<file path="src/rtl/data_memory_bridge_pkg.sv">
// Shared definitions for the data memory bridge: access size encodings,
// handshake FSM states and byte-enable constants.
`timescale 1ns/1ps
package data_memory_bridge_pkg;

    localparam logic [1:0] SIZE_BYTE = 2'b00;
    localparam logic [1:0] SIZE_HALF = 2'b01;
    localparam logic [1:0] SIZE_WORD = 2'b10;

    localparam logic [3:0] BE_ALL  = 4'b1111;
    localparam logic [3:0] BE_NONE = 4'b0000;

    typedef enum logic [1:0] {
        IDLE  = 2'd0,
        WAIT  = 2'd1,
        DONE  = 2'd2,
        FAULT = 2'd3
    } state_t;

    // True when the low address bits do not suit the access size.
    // Size 2'b11 is handled like a word.
    function automatic logic is_misaligned(input logic [1:0] sz, input logic [1:0] offset);
        logic bad;
        case (sz)
            SIZE_BYTE: bad = 1'b0;
            SIZE_HALF: bad = offset[0];
            default:   bad = (offset != 2'b00);
        endcase
        return bad;
    endfunction

endpackage

</file>
<file path="src/rtl/data_memory_bridge_load_store_aligner.sv">
// Purely combinational lane steering for the data memory bridge.
// Store side: byte enables and lane-replicated write data from the live
// address offset, size and store data. Load side: picks the addressed lane
// out of the captured memory word and sign- or zero-extends it.
// BIG_ENDIAN=1 maps offset 0 to bits 31:24; BIG_ENDIAN=0 mirrors the lanes.
`timescale 1ns/1ps
module data_memory_bridge_load_store_aligner
    import data_memory_bridge_pkg::*;
#(
    parameter bit BIG_ENDIAN = 1'b1
) (
    input  logic [1:0]  st_offset,
    input  logic [1:0]  st_size,
    input  logic [31:0] writedata,
    output logic [3:0]  be,
    output logic [31:0] wdata,
    input  logic [31:0] ld_word,
    input  logic [1:0]  ld_offset,
    input  logic [1:0]  ld_size,
    input  logic        ld_unsigned,
    output logic [31:0] rdata
);

    // Physical byte lane (0 = bits 7:0) addressed by a byte offset.
    function automatic logic [1:0] byte_lane(input logic [1:0] offset);
        return BIG_ENDIAN ? (2'd3 - offset) : offset;
    endfunction

    // Whether a halfword at this address occupies bits 31:16.
    function automatic logic half_upper(input logic a1);
        return BIG_ENDIAN ? ~a1 : a1;
    endfunction

    logic [7:0]  ld_byte;
    logic [15:0] ld_half;

    // Store formatting: enables follow the addressed lanes, data is replicated
    // so the memory can take it from whichever lane is enabled.
    always_comb begin
        be    = BE_NONE;
        wdata = writedata;
        case (st_size)
            SIZE_BYTE: begin
                be    = 4'b0001 << byte_lane(st_offset);
                wdata = {4{writedata[7:0]}};
            end
            SIZE_HALF: begin
                be    = half_upper(st_offset[1]) ? 4'b1100 : 4'b0011;
                wdata = {2{writedata[15:0]}};
            end
            default: begin
                be    = BE_ALL;
                wdata = writedata;
            end
        endcase
    end

    // Load formatting: extract the addressed lane and extend it to 32 bits.
    always_comb begin
        ld_byte = ld_word[{byte_lane(ld_offset), 3'b000} +: 8];
        ld_half = half_upper(ld_offset[1]) ? ld_word[31:16] : ld_word[15:0];
        case (ld_size)
            SIZE_BYTE: rdata = ld_unsigned ? {24'h000000, ld_byte}
                                           : {{24{ld_byte[7]}}, ld_byte};
            SIZE_HALF: rdata = ld_unsigned ? {16'h0000, ld_half}
                                           : {{16{ld_half[15]}}, ld_half};
            default:   rdata = ld_word;
        endcase
    end

endmodule

</file>
<file path="src/rtl/data_memory_bridge.sv">
// Data memory bridge: turns the single-cycle core's load/store into a
// req/ack handshake with an external word-wide memory, stalling the core
// until the access completes (IDLE -> WAIT -> DONE).
// Optional macro MISALIGN_TRAP_EN: misaligned half/word accesses skip the
// memory and pulse misalign for one cycle in a FAULT state.
`timescale 1ns/1ps
module data_memory_bridge
    import data_memory_bridge_pkg::*;
#(
    parameter bit BIG_ENDIAN = 1'b1,
    parameter int ADDR_WIDTH = 32
) (
    input  logic                  clk,
    input  logic                  reset,
    input  logic                  memread,
    input  logic                  memwrite,
    input  logic [1:0]            size,
    input  logic                  loadunsigned,
    input  logic [ADDR_WIDTH-1:0] addr,
    input  logic [31:0]           writedata,
    output logic [31:0]           readdata,
    output logic                  stall,
    output logic                  misalign,
    output logic                  mem_req,
    output logic                  mem_we,
    output logic [ADDR_WIDTH-1:0] mem_addr,
    output logic [3:0]            mem_be,
    output logic [31:0]           mem_wdata,
    input  logic                  mem_ack,
    input  logic [31:0]           mem_rdata
);

    state_t                state_q, state_d;
    logic                  mem_req_q, mem_req_d;
    logic                  mem_we_q, mem_we_d;
    logic [ADDR_WIDTH-1:0] mem_addr_q, mem_addr_d;
    logic [3:0]            mem_be_q, mem_be_d;
    logic [31:0]           mem_wdata_q, mem_wdata_d;
    logic [1:0]            offset_q, offset_d;
    logic [1:0]            size_q, size_d;
    logic                  unsigned_q, unsigned_d;
    logic [31:0]           word_q, word_d;

    logic                  access;
    logic                  trap_hit;
    logic [3:0]            fmt_be;
    logic [31:0]           fmt_wdata;
    logic [31:0]           fmt_rdata;

    assign access = memread | memwrite;

`ifdef MISALIGN_TRAP_EN
    assign trap_hit = is_misaligned(size, addr[1:0]);
`else
    assign trap_hit = 1'b0;
`endif

    data_memory_bridge_load_store_aligner #(
        .BIG_ENDIAN (BIG_ENDIAN)
    ) load_store_aligner (
        .st_offset   (addr[1:0]),
        .st_size     (size),
        .writedata   (writedata),
        .be          (fmt_be),
        .wdata       (fmt_wdata),
        .ld_word     (word_q),
        .ld_offset   (offset_q),
        .ld_size     (size_q),
        .ld_unsigned (unsigned_q),
        .rdata       (fmt_rdata)
    );

    // Handshake FSM next state; the request is latched on leaving IDLE so the
    // memory sees stable signals however long it takes to ack.
    always_comb begin
        state_d     = state_q;
        mem_we_d    = mem_we_q;
        mem_addr_d  = mem_addr_q;
        mem_be_d    = mem_be_q;
        mem_wdata_d = mem_wdata_q;
        offset_d    = offset_q;
        size_d      = size_q;
        unsigned_d  = unsigned_q;
        word_d      = word_q;
        case (state_q)
            IDLE: begin
                if (access && trap_hit) begin
                    state_d = FAULT;
                end else if (access) begin
                    state_d     = WAIT;
                    mem_we_d    = memwrite;
                    mem_addr_d  = {addr[ADDR_WIDTH-1:2], 2'b00};
                    mem_be_d    = fmt_be;
                    mem_wdata_d = fmt_wdata;
                    offset_d    = addr[1:0];
                    size_d      = size;
                    unsigned_d  = loadunsigned;
                end
            end
            WAIT: begin
                if (mem_ack) begin
                    state_d = DONE;
                    word_d  = mem_rdata;
                end
            end
            default: state_d = IDLE;
        endcase
        mem_req_d = (state_d == WAIT);
    end

    // State and latched request registers; reset drops mem_req at once.
    always_ff @(posedge clk or negedge reset) begin
        if (!reset) begin
            state_q     <= IDLE;
            mem_req_q   <= 1'b0;
            mem_we_q    <= 1'b0;
            mem_addr_q  <= '0;
            mem_be_q    <= BE_NONE;
            mem_wdata_q <= '0;
            offset_q    <= 2'b00;
            size_q      <= SIZE_BYTE;
            unsigned_q  <= 1'b0;
            word_q      <= '0;
        end else begin
            state_q     <= state_d;
            mem_req_q   <= mem_req_d;
            mem_we_q    <= mem_we_d;
            mem_addr_q  <= mem_addr_d;
            mem_be_q    <= mem_be_d;
            mem_wdata_q <= mem_wdata_d;
            offset_q    <= offset_d;
            size_q      <= size_d;
            unsigned_q  <= unsigned_d;
            word_q      <= word_d;
        end
    end

`ifdef MISALIGN_TRAP_EN
    logic misalign_q, misalign_d;

    assign misalign_d = (state_d == FAULT);

    // One-cycle fault pulse, registered alongside the FAULT state.
    always_ff @(posedge clk or negedge reset) begin
        if (!reset) begin
            misalign_q <= 1'b0;
        end else begin
            misalign_q <= misalign_d;
        end
    end

    assign misalign = misalign_q;
`else
    assign misalign = 1'b0;
`endif

    // Core-facing status: stall is raised in IDLE as soon as a memory op
    // appears, and load data is only presented in the retiring DONE cycle.
    always_comb begin
        stall    = 1'b0;
        readdata = '0;
        case (state_q)
            IDLE:    stall = access;
            WAIT:    stall = 1'b1;
            DONE:    readdata = fmt_rdata;
            default: stall = 1'b0;
        endcase
    end

    assign mem_req   = mem_req_q;
    assign mem_we    = mem_we_q;
    assign mem_addr  = mem_addr_q;
    assign mem_be    = mem_be_q;
    assign mem_wdata = mem_wdata_q;

endmodule

</file>
<file path="config.mk">
export PLATFORM = sky130hd
export DESIGN_NAME = data_memory_bridge
export DESIGN_NICKNAME = d
export VERILOG_FILES = /design/src/rtl/data_memory_bridge_pkg.sv /design/src/rtl/data_memory_bridge_load_store_aligner.sv /design/src/rtl/data_memory_bridge.sv
export SDC_FILE = /design/constraint.sdc
export NUM_CORES = 1
export LEC_CHECK = 0
export ABC_CLOCK_PERIOD_IN_PS = 3400
export BUFFER_PORTS_ARGS = -buffer_cell sky130_fd_sc_hd__buf_2
export CAP_MARGIN = 20
export CORE_ASPECT_RATIO = 1.2
export CORE_MARGIN = 5
export CORE_UTILIZATION = 45
export CTS_BUF_LIST = sky130_fd_sc_hd__clkbuf_8
export CTS_CLUSTER_SIZE = 14
export DETAILED_ROUTE_END_ITERATION = 6
export GPL_TIMING_DRIVEN = 0
export PLACE_DENSITY_LB_ADDON = 0.05
export SKIP_LAST_GASP = 1
export SLEW_MARGIN = 20
export SYNTH_ARGS = -nofsm -noshare
export SYNTH_HDL_FRONTEND = slang
export SYNTH_SLANG_ARGS = --single-unit
</file>
<file path="constraint.sdc">
create_clock -name clk -period 3.4 [get_ports clk]
set_clock_uncertainty 0.1 [all_clocks]
set_input_delay 0.34 -clock clk [delete_from_list [all_inputs] [get_ports clk]]
set_output_delay 0.34 -clock clk [all_outputs]
set_load 0.03 [all_outputs]
</file>
==> results.yml, run 1 <==
clocking:
  clock_insertion_delay_worst_skew_ps: 360
  htreeDepth: 3
  cts_root_buffer: "sky130_fd_sc_hd__clkbuf_8"
  cts.repair.resized: 0
  cts_inserted_buffers: 9
  tritoncts: "done"
  clock-sinks: 107
  cts.path.max_buffers: 2
  clkTransAtPathRegs_ps: 110
drt:
  routedWlPerCell_um: 15.87
  detailedRoute.firstIterationViolations: 161
  viasPerCell: 5.020
  finalWirelength_um: 14870
  vias: 4704
  remaining_drc_errors: 0
  route.antenna.remaining_nets: 0
  drt-pass1-iter-count: 4
synthesis:
  synthCells: 583
  yosys.cell_count.top_type: "sky130_fd_sc_hd__nand2_1"
  synth.top_cell.area_share_pct: 53.19
  postSynthRegisterBits: 107
  netlist-cell-type-count: 32
  yosys_warnings: 0
  synth_ff_type: "sky130_fd_sc_hd__dfrtp_1"
  yosysSeqAreaShare_pct: 53.19
  synth_area_mm2: 0.005034
  synth-edff-count: 0
  syn-mean-instance-area_um2: 8.634
  yosys-top-cells-area: "sky130_fd_sc_hd__dfrtp_1, sky130_fd_sc_hd__nand2_1, sky130_fd_sc_hd__mux2i_1"
  yosys_top_cell_by_area: "sky130_fd_sc_hd__dfrtp_1"
  synthTopCellsByCount: "sky130_fd_sc_hd__nand2_1, sky130_fd_sc_hd__dfrtp_1, sky130_fd_sc_hd__o21ai_0"
  ys_async_sr_fraction_pct: 100.0
global_routing:
  grt_util_all_layers_pct: 22.15
  maximum_number_of_pins_on_one_net_before_global_route_repair: 65
  first_global_vias: 4747
  globalRoute.totalOverflow: 0
  antenna_violations_before_repair: 1
  global_route_wire_length_before_repair_um: 23810
worst_setup_path:
  timing.critical_path.required_ps: 2960
  rr_endpoint: "mem_wdata[31]"
  crit_type: "reg2out"
  setup.worst_path.end: "readdata[23]"
  startpoint_type: "register"
  r2r_slack_ps: 1500
  r2r_start: "state_q[0]"
  timing.critical_path.to_type: "output port"
  worst_reg_to_reg_path_cell_count: 6
  critPathArrivalTime_ps: 2660
  critical_path.startpoint: "offset_q[1]"
  critPathMaxFanout: 10
sta:
  fmaxAchievable_mhz: 322.2
  setup_tns_ps: 0
  maxSlewViolCount: 0
  post-route-period-util_pct: 91.27
  final_hold_viol_count: 0
  grt_setup_unrepaired: "no"
  tightestPinTransition_ps: 881.3
  relSlewSlack_pct: 41.03
  final_period_minus_worst_setup_slack_ps: 3103
  timing.final.setup_violations: 0
power_and_ir_drop:
  share_of_power_burned_in_registers_pct: 34.9
  power.switching_fraction_pct: 47.43
  internal-power_uw: 3423
  net-switching-power_uw: 3088
  combinationalPowerShare_pct: 49.6
  power_total_uw: 6511
  power-per-cell-area_mw_per_mm2: 998.8
  leakage_uw: 0.003649
  power.share.clock_pct: 15.4
  vdd_drop_max_mv: 0.4917
floorplanning:
  initial_core_util_pct: 45.83
  placement_rows: 42
  die_h_um: 125.9
  die_w_um: 106.5
  ios: 208
  design.die.area_mm2: 0.01341
  core_area_mm2: 0.01098
job:
  max_cap_violations: 0
final_layout:
  num_antenna_cells: 0
  drive_above_1_share_pct: 31.30
  number_of_nets_in_the_finished_design: 905
  synthToLayoutAreaGrowth_pct: 29.51
place:
  finalWeightedCongestion: 0.8721
  portbufs: 203
  dp_hpwl_um: 11250
hold_path:
  hp-class: "in2reg"
outcome:
  run_status: "finished, final reports clean"
[worst max-delay path, stage by stage, from the launching register on]
cell                        delay (ps)
sky130_fd_sc_hd__dfrtp_1           380
sky130_fd_sc_hd__buf_6             140
sky130_fd_sc_hd__nand2b_1          160
sky130_fd_sc_hd__a2111o_1          450
sky130_fd_sc_hd__a2111oi_4         640
sky130_fd_sc_hd__buf_6             230
sky130_fd_sc_hd__a21o_2            100
sky130_fd_sc_hd__buf_2             190
[state kept, by name (all words and copies together) (netlist names)]
register / cells
mem_wdata: 32
word_q: 32
mem_addr: 30
mem_be: 4
offset_q: 2
size_q: 2
state_q: 2
mem_req: 1
mem_we: 1
unsigned_q: 1
[worst min path at each step]
stage | start | to | cells after the start
floorplan | reset | mem_addr[10] | 0
global placement | mem_addr[8] | mem_addr[8] | 2
detailed placement | reset | word_q[14] | 1
CTS | addr[27] | mem_addr[27] | 3
global route | mem_rdata[26] | word_q[26] | 3
finish | mem_rdata[30] | word_q[30] | 3
[area by class of cell]
| class | instances | area, um2 |
|---|---|---|
| Inverter | 5 | 18.77 |
| Multi-Input combinational cell | 433 | 2167 |
| Sequential cell | 107 | 2678 |
| Clock inverter | 6 | 136.4 |
| Clock buffer | 9 | 123.9 |
| Tap cell | 132 | 165.2 |
| Timing Repair Buffer | 205 | 1052 |
| Fill cell | 1034 | 4464 |
| Buffer | 40 | 177.7 |
[power groups by stage]
| stage | sequential, uW | combinational (uW) | clock [uW] |
|---|---|---|---|
| floorplan | 3000 | 1490 | 0 |
| global placement | 2280 | 3210 | 0 |
| detailed placement | 2290 | 3260 | 0 |
| CTS | 2280 | 3260 | 1020 |
| global route | 2350 | 3530 | 1080 |
| finish | 2280 | 3230 | 1000 |
[per-stage QoR]
stage | setup slack [ps] | utilization [%] | cells | hold WS [ps] | area (um2)
after floorplan | 1039 | - | 585 | -55.59 | 5041
after global placement | 657.2 | 56.65 | 920 | 354.3 | 6222
after detailed placement | 752.5 | 56.89 | 921 | 272.5 | 6248
after CTS | 316.1 | 59.35 | 937 | 31.56 | 6519
after global routing | 182.6 | 59.35 | 937 | 29.70 | 6519
final | 296.8 | 59.35 | 937 | 46.02 | 6519
[cells in the final DEF, fill, tap and decap left out, types with 5 or more instances in the layout]
master                       n
sky130_fd_sc_hd__o21ai_0    42
sky130_fd_sc_hd__a21oi_1    28
sky130_fd_sc_hd__clkbuf_8    9
sky130_fd_sc_hd__mux2_2     11
sky130_fd_sc_hd__buf_2     203
sky130_fd_sc_hd__nand2_1   260
sky130_fd_sc_hd__a21o_2     14
sky130_fd_sc_hd__nand2b_1    5
sky130_fd_sc_hd__mux2i_1    27
sky130_fd_sc_hd__nor2_1     17
sky130_fd_sc_hd__clkbuf_1   31
sky130_fd_sc_hd__dfrtp_1   107
[layer usage]
metal | track usage, % | vias to the layer above | share of wire, %
met5 | 0 | - | 0.047
met4 | 7.825 | 2 | 2.0
met3 | 5.834 | 24 | 7.2
met2 | 37.37 | 171 | 49
met1 | 27.49 | 2188 | 42
li1 | - | 2319 | -
[repair_timing]
item / in CTS / in global routing
hold endpoints to repair: 63 / 0
hold buffers: 1 / 0
setup buffers: 0 / 0
[kinds of logic (layout without fill, tap and decap cells)]
group | after synthesis | count (layout) | synth area share [%]
buf+inv | 45 | 265 | 3.902
mux | 38 | 38 | 7.830
flops | 107 | 107 | 53.19
compound gates | 103 | 103 | 12.78
simple gates | 289 | 289 | 22.22
other cells | 1 | 3 | 0.07450
No activity file was read; power rests on OpenSTA's default activity.
==> inputs of run 2 (changes only) <==
ABC_CLOCK_PERIOD_IN_PS = 2550   (was 3400)
CORE_UTILIZATION = 35   (was 45)
REMOVE_ABC_BUFFERS = 1   (was unset)
clock period = 2.55 ns   (was 3.4 ns; I/O delays follow)
==> run 2 against run 1 <==
Effect of this change: the run now ends with negative setup slack left; global-route usage decreased by 3.5 points; cell area increased by 16%; count of clock-buffer cells in the layout unchanged; flip-flop and latch count unchanged; combinational power increased by 46%; critical path type unchanged; largest cell class unchanged.
==> results.yml, run 2 (synthesis results as in run 1) <==
sta:
  final_period_minus_worst_setup_slack_ps: 2620
  tightestPinTransition_ps: 977.9
  grt_setup_unrepaired: "yes"
  relSlewSlack_pct: 34.56
  timing.final.setup_violations: 22
  maxSlewViolCount: 0
  setup_ws_ps: -69.57
  post-route-period-util_pct: 102.7
  final_hold_viol_count: 0
  fmaxAchievable_mhz: 381.7
power_and_ir_drop:
  net-switching-power_uw: 4289
  leakage_uw: 0.003985
  vdd_drop_max_mv: 0.5616
  power-per-cell-area_mw_per_mm2: 1173
  power.share.clock_pct: 12.2
  power.switching_fraction_pct: 48.26
  internal-power_uw: 4597
  share_of_power_burned_in_registers_pct: 34.8
  combinationalPowerShare_pct: 53.0
  power_total_uw: 8886
floorplanning:
  die_h_um: 141.4
  placement_rows: 48
  ios: 208
  die_w_um: 119.5
  core_area_mm2: 0.01423
  initial_core_util_pct: 35.36
  design.die.area_mm2: 0.01689
drt:
  drt-pass1-iter-count: 4
  route.antenna.remaining_nets: 0
  routedWlPerCell_um: 15.49
  remaining_drc_errors: 0
  vias: 4904
  detailedRoute.firstIterationViolations: 292
  finalWirelength_um: 15930
  viasPerCell: 4.770
final_layout:
  most-common-layout-cells: "sky130_fd_sc_hd__nand2_1, sky130_fd_sc_hd__buf_2, sky130_fd_sc_hd__dfrtp_1"
  fillerInstances: 1372
  drive_above_1_share_pct: 32.83
  multi_input_combinational_cell_area_mm2: 0.002307
  post_route_cell_area_mm2: 0.007575
  layout_commonest_cell: "sky130_fd_sc_hd__nand2_1"
  num_antenna_cells: 0
  seqCellArea_mm2: 0.002684
  number_of_nets_in_the_finished_design: 952
  synthToLayoutAreaGrowth_pct: 50.48
place:
  dp_hpwl_um: 10680
  finalWeightedCongestion: 0.8003
  pre_cts_slack_ps: -680.9
  placement.cell_area_mm2: 0.006266
  portbufs: 204
worst_setup_path:
  crit_type: "reg2out"
  critPathArrivalTime_ps: 2260
  startpoint_type: "register"
  setup.worst_path.end: "readdata[31]"
  crit_path_frequent_cell: "sky130_fd_sc_hd__buf_6"
  r2r_start: "state_q[0]"
  cp_cell_sequence: "nand2b_4, a2111o_1, a2111oi_4, buf_6, a21o_1, buf_6"
  r2r_slack_ps: 490
  critical_path.startpoint: "offset_q[1]"
  worst_reg_to_reg_path_cell_count: 4
  rr_endpoint: "word_q[0]"
  timing.critical_path.to_type: "output port"
  crit_path_max_incr_delay_ps: 500
  critPathSlowestCell: "sky130_fd_sc_hd__dfrtp_4"
  critPathMaxFanout: 8
  timing.critical_path.required_ps: 2190
clocking:
  cts_root_buffer: "sky130_fd_sc_hd__clkbuf_8"
  cts_inserted_buffers: 9
  clock_insertion_delay_worst_skew_ps: 380
  cts.path.max_buffers: 2
  clkTransAtPathRegs_ps: 100
  clock-sinks: 107
  htreeDepth: 3
  tritoncts: "done"
global_routing:
  global_route_wire_length_before_repair_um: 25360
  maximum_number_of_pins_on_one_net_before_global_route_repair: 62
  globalRoute.totalOverflow: 0
  grt_util_all_layers_pct: 18.65
  first_global_vias: 5007
  antenna_violations_before_repair: 1
hold_path:
  hp-class: "in2reg"
outcome:
  run_status: "finished with violations"
  violated_checks: "negative setup slack"
job:
  max_cap_violations: 0
-- run 2: cell types whose count changed in the layout (fill, tap and decap cells not counted), sizes merged --
cell	change
buf	+5
clkinvlp	+1
clkinv	+3
bufinv	-3
clkbuf	-31
dlygate4sd3	+73
-- run 2: worst max-delay path: cells and delay by family (launching register included) --
kind,cells,cell delay (ps)
AO/OA/AOI/OAI,3,900
buffers and inverters,2,330
flip-flops,1,500
AND/OR/NAND/NOR,1,150
-- run 2: how the worst min path moves through the flow --
stage / from / end / depth (start not counted)
6_report: addr[0] / offset_q[0] / 3
5_1_grt: addr[1] / offset_q[1] / 3
4_1_cts: addr[0] / offset_q[0] / 3
3_5_place_dp: reset / word_q[20] / 1
3_3_place_gp: addr[23] / mem_addr[23] / 3
2_1_floorplan: reset / mem_addr[10] / 0
-- run 2: power by group through the flow --
stage	clock network, uW	logic (uW)	registers, uW
after detailed placement	0	4330	3140
final	1080	4710	3100
after CTS	1130	4680	3090
after global placement	0	4100	3120
after floorplan	0	1820	4070
after global routing	1200	5150	3210
-- run 2: final cells by class --
cell class	instances	area share, %
well taps	175	2.891
flip-flops and latches	107	35.43
multi-input cells	433	30.46
inverters	5	0.3138
repair buffers	292	28.30
clock inverters	7	0.9746
clock buffers	9	1.635
-- run 2: layer usage --
metal	GRT usage, %	wire (um)	part of all wire [%]
met5	0	7	0.044
met4	7.117	299	1.9
met3	4.864	1095	6.9
met2	31.96	7897	50
met1	22.54	6626	42
-- run 2: what timing repair did --
item                                   in CTS  in global routing
endpoints found under the hold margin     134                  0
setup endpoints to repair                  53                 28
hold buffers                               74                  0
pin swaps                                   3                  5
gates resized for setup                    71                 11
setup buffers                               6                  2
-- run 2: metrics by stage --
stage	cells	setup TNS, ps	hold slack (ps)	util [%]
2_1_floorplan	545	-74800	-140.6	-
3_3_place_gp	924	-260670	346.4	42.88
3_5_place_dp	930	-10890	190.8	44.02
4_1_cts	1026	-3122	8.091	52.64
5_1_grt	1028	-3234	39.33	53.22
6_report	1028	-966.2	41.87	53.22
==> inputs of run 3 (changes only) <==
SYNTH_HIERARCHICAL = 1   (was unset)
==> run 3 against run 2 <==
Effect of this change: the run still ends with negative setup slack left; wire length decreased by 2.5%; sequential power is 4% higher; final cell count is 12% lower; total power increased by 6.3%; largest power group unchanged; core utilization down 4.4 points; worst setup slack better by 65 ps; global-route usage shrank 2.7 points; sequential share of layout area shrank 1.3 points; area after synthesis grew 14%.
==> results.yml, run 3 <==
outcome:
  run_status: "finished with violations"
  violated_checks: "negative setup slack"
global_routing:
  grt_util_all_layers_pct: 16.00
  globalRoute.totalOverflow: 0
  maximum_number_of_pins_on_one_net_before_global_route_repair: 65
  first_global_vias: 4572
  global_route_wire_length_before_repair_um: 24340
  antenna_violations_before_repair: 0
sta:
  setup_ws_ps: -4.198
  grt_setup_unrepaired: "yes"
  final_hold_viol_count: 0
  final_period_minus_worst_setup_slack_ps: 2554
  tightestPinTransition_ps: 795.0
  maxSlewViolCount: 0
  post-route-period-util_pct: 100.2
  timing.final.setup_violations: 3
  hold_slack_ps: 41.15
  relSlewSlack_pct: 46.80
  fmaxAchievable_mhz: 391.5
synthesis:
  synthesized_area_fraction_occupied_by_ao_oa_aoi_and_oai_cells_pct: 8.764
  synth_area_mm2: 0.005739
  synthTopCellsByCount: "sky130_fd_sc_hd__dfrtp_1, sky130_fd_sc_hd__mux2_4, sky130_fd_sc_hd__mux2_2"
  netlist-cell-type-count: 33
  synth_ff_type: "sky130_fd_sc_hd__dfrtp_1"
  yosys-mux-area-fraction_pct: 31.46
  synthCells: 431
  yosys.cell_count.top_type: "sky130_fd_sc_hd__dfrtp_1"
  post_synth_xor_area_fraction_pct: 0
  yosys_top_cell_by_area: "sky130_fd_sc_hd__dfrtp_1"
  yosys_warnings: 6
  synth.top_cell.area_share_pct: 46.65
  syn-mean-instance-area_um2: 13.32
  postSynthRegisterBits: 107
  synth-edff-count: 0
  ys_async_sr_fraction_pct: 100.0
  yosysSeqAreaShare_pct: 46.65
  synthSimpleGateAreaFrac_pct: 6.824
  yosys-top-cells-area: "sky130_fd_sc_hd__dfrtp_1, sky130_fd_sc_hd__mux2_4, sky130_fd_sc_hd__mux2_2"
  largest_family_of_logic_cells_by_synthesized_area: "multiplexers"
  adder_and_majority_cell_fraction_of_the_synthesized_area_pct: 0
floorplanning:
  initial_core_util_pct: 35.55
  core_area_mm2: 0.01614
  ios: 208
  die_h_um: 150.3
  design.die.area_mm2: 0.01907
  die_w_um: 126.9
  placement_rows: 51
power_and_ir_drop:
  power-per-cell-area_mw_per_mm2: 1200
  vdd_drop_max_mv: 0.6135
  leakage_uw: 0.003831
place:
  dp_hpwl_um: 10650
  portbufs: 204
  pre_cts_slack_ps: -194.0
  placement.cell_area_mm2: 0.006832
  place.detailed.instances: 814
  finalWeightedCongestion: 0.7601
worst_setup_path:
  worst_reg_to_reg_path_cell_count: 5
  timing.critical_path.required_ps: 2190
  r2r_start: "state_q[1]"
  critPathArrivalTime_ps: 2200
  crit_type: "reg2out"
  startpoint_type: "register"
  rr_endpoint: "mem_wdata[28]"
  r2r_slack_ps: 540
  critPathMaxFanout: 5
  timing.critical_path.to_type: "output port"
drt:
  finalWirelength_um: 15530
  met2RoutedLength_um: 7779
  drt-pass1-iter-count: 4
  dr_wl_met3_um: 1114
  routedWlPerCell_um: 17.12
  viasPerCell: 4.689
  met1Wirelength_um: 6496
  remaining_drc_errors: 0
  vias: 4253
  detailedRoute.firstIterationViolations: 228
  route.antenna.remaining_nets: 0
  top_layer: "met4"
final_layout:
  layout_commonest_cell: "sky130_fd_sc_hd__buf_2"
  number_of_nets_in_the_finished_design: 794
  num_antenna_cells: 0
  drive_above_1_share_pct: 54.68
  multi_input_combinational_cell_area_mm2: 0.002770
  finish.utilization_pct: 48.77
  seqCellArea_mm2: 0.002690
  synthToLayoutAreaGrowth_pct: 37.19
  most-common-layout-cells: "sky130_fd_sc_hd__buf_2, sky130_fd_sc_hd__dfrtp_1, sky130_fd_sc_hd__mux2_4"
  fillerInstances: 1524
  post_route_cell_area_mm2: 0.007874
  final-instance-count-excl-fill: 907
hold_path:
  hp-class: "in2reg"
  hold_endpoint: "offset_q[0]"
  hold_sp: "addr[0]"
  hold_depth: 2
clocking:
  cts.path.max_buffers: 2
  cts_inserted_buffers: 9
  cts_root_buffer: "sky130_fd_sc_hd__clkbuf_8"
  tritoncts: "done"
  clock_insertion_delay_worst_skew_ps: 380
  clock-sinks: 107
  clkTransAtPathRegs_ps: 110
  htreeDepth: 3
job:
  max_cap_violations: 0
-- run 3: cell count changes after synthesis, sizes merged, moves of 9 or more --
| cell | previous run | this run |
|---|---|---|
| a21o | 17 | 2 |
| a21oi | 28 | 0 |
| a22o | 0 | 10 |
| and2 | 0 | 32 |
| buf | 9 | 28 |
| clkbuf | 31 | 13 |
| mux2 | 11 | 119 |
| mux2i | 27 | 18 |
| nand2 | 260 | 25 |
| o21ai | 43 | 24 |
-- run 3: layout make-up --
| class | count | share of cell area, % |
|---|---|---|
| well taps | 212 | 3.369 |
| clock inverters | 7 | 0.7628 |
| flip-flops and latches | 107 | 34.16 |
| inverters | 3 | 0.1430 |
| multi-input cells | 282 | 35.18 |
| clock buffers | 9 | 1.573 |
| repair buffers | 287 | 24.81 |
-- run 3: worst max-delay path by stage --
| stage | from | endpoint | slack (ps) | depth (start not counted) |
|---|---|---|---|---|
| after detailed placement | offset_q[1] | readdata[10] | -190 | 5 |
| after global placement | state_q[1] | mem_wdata[23] | -2060 | 3 |
| after global routing | offset_q[1] | readdata[10] | -100 | 6 |
| final | offset_q[1] | readdata[8] | -4 | 6 |
| after CTS | offset_q[1] | readdata[10] | -50 | 6 |
| after floorplan | state_q[1] | mem_wdata[23] | -1260 | 3 |
-- run 3: logic make-up (layout without fill, tap and decap cells) --
| kind of cell | Yosys count | in the layout |
|---|---|---|
| compound gates | 68 | 68 |
| buf+inv | 44 | 306 |
| flops | 107 | 107 |
| mux | 138 | 138 |
| other cells | 1 | 3 |
| simple gates | 73 | 73 |
-- run 3: timing repair --
item / CTS / global route
gates resized for setup: 35 / 3
endpoints found under the hold margin: 108 / 0
endpoints found under the setup margin: 32 / 32
setup buffers: 6 / 6
hold buffers: 65 / 0
pin swaps: 0 / 0
gates cloned: 0 / 0
-- run 3: worst max-delay path: stages (launching register included) --
cell	delay (ps)
sky130_fd_sc_hd__dfrtp_4	460
sky130_fd_sc_hd__mux4_2	510
sky130_fd_sc_hd__nor4b_4	150
sky130_fd_sc_hd__buf_4	170
sky130_fd_sc_hd__a221o_1	260
sky130_fd_sc_hd__and2_4	150
sky130_fd_sc_hd__buf_6	130
-- run 3: report_power, final --
| part | switching (uW) | internal [uW] |
|---|---|---|
| clock network | 637 | 373 |
| logic | 2760 | 2450 |
| registers | 684 | 2540 |
| total | 4090 | 5360 |
-- run 3: per-stage QoR --
stage / power [uW] / setup TNS [ps]
2_1_floorplan: 6744 / -83580
3_3_place_gp: 8143 / -178880
3_5_place_dp: 8135 / -2419
4_1_cts: 9462 / -255.3
5_1_grt: 10040 / -499.8
6_report: 9450 / -9.189
-- run 3: per-layer routing --
layer / GRT usage, % / vias to the layer above
met5: 0 / -
met4: 4.131 / 0
met3: 5.181 / 8
met2: 27.20 / 131
met1: 19.66 / 2077
li1: - / 2037
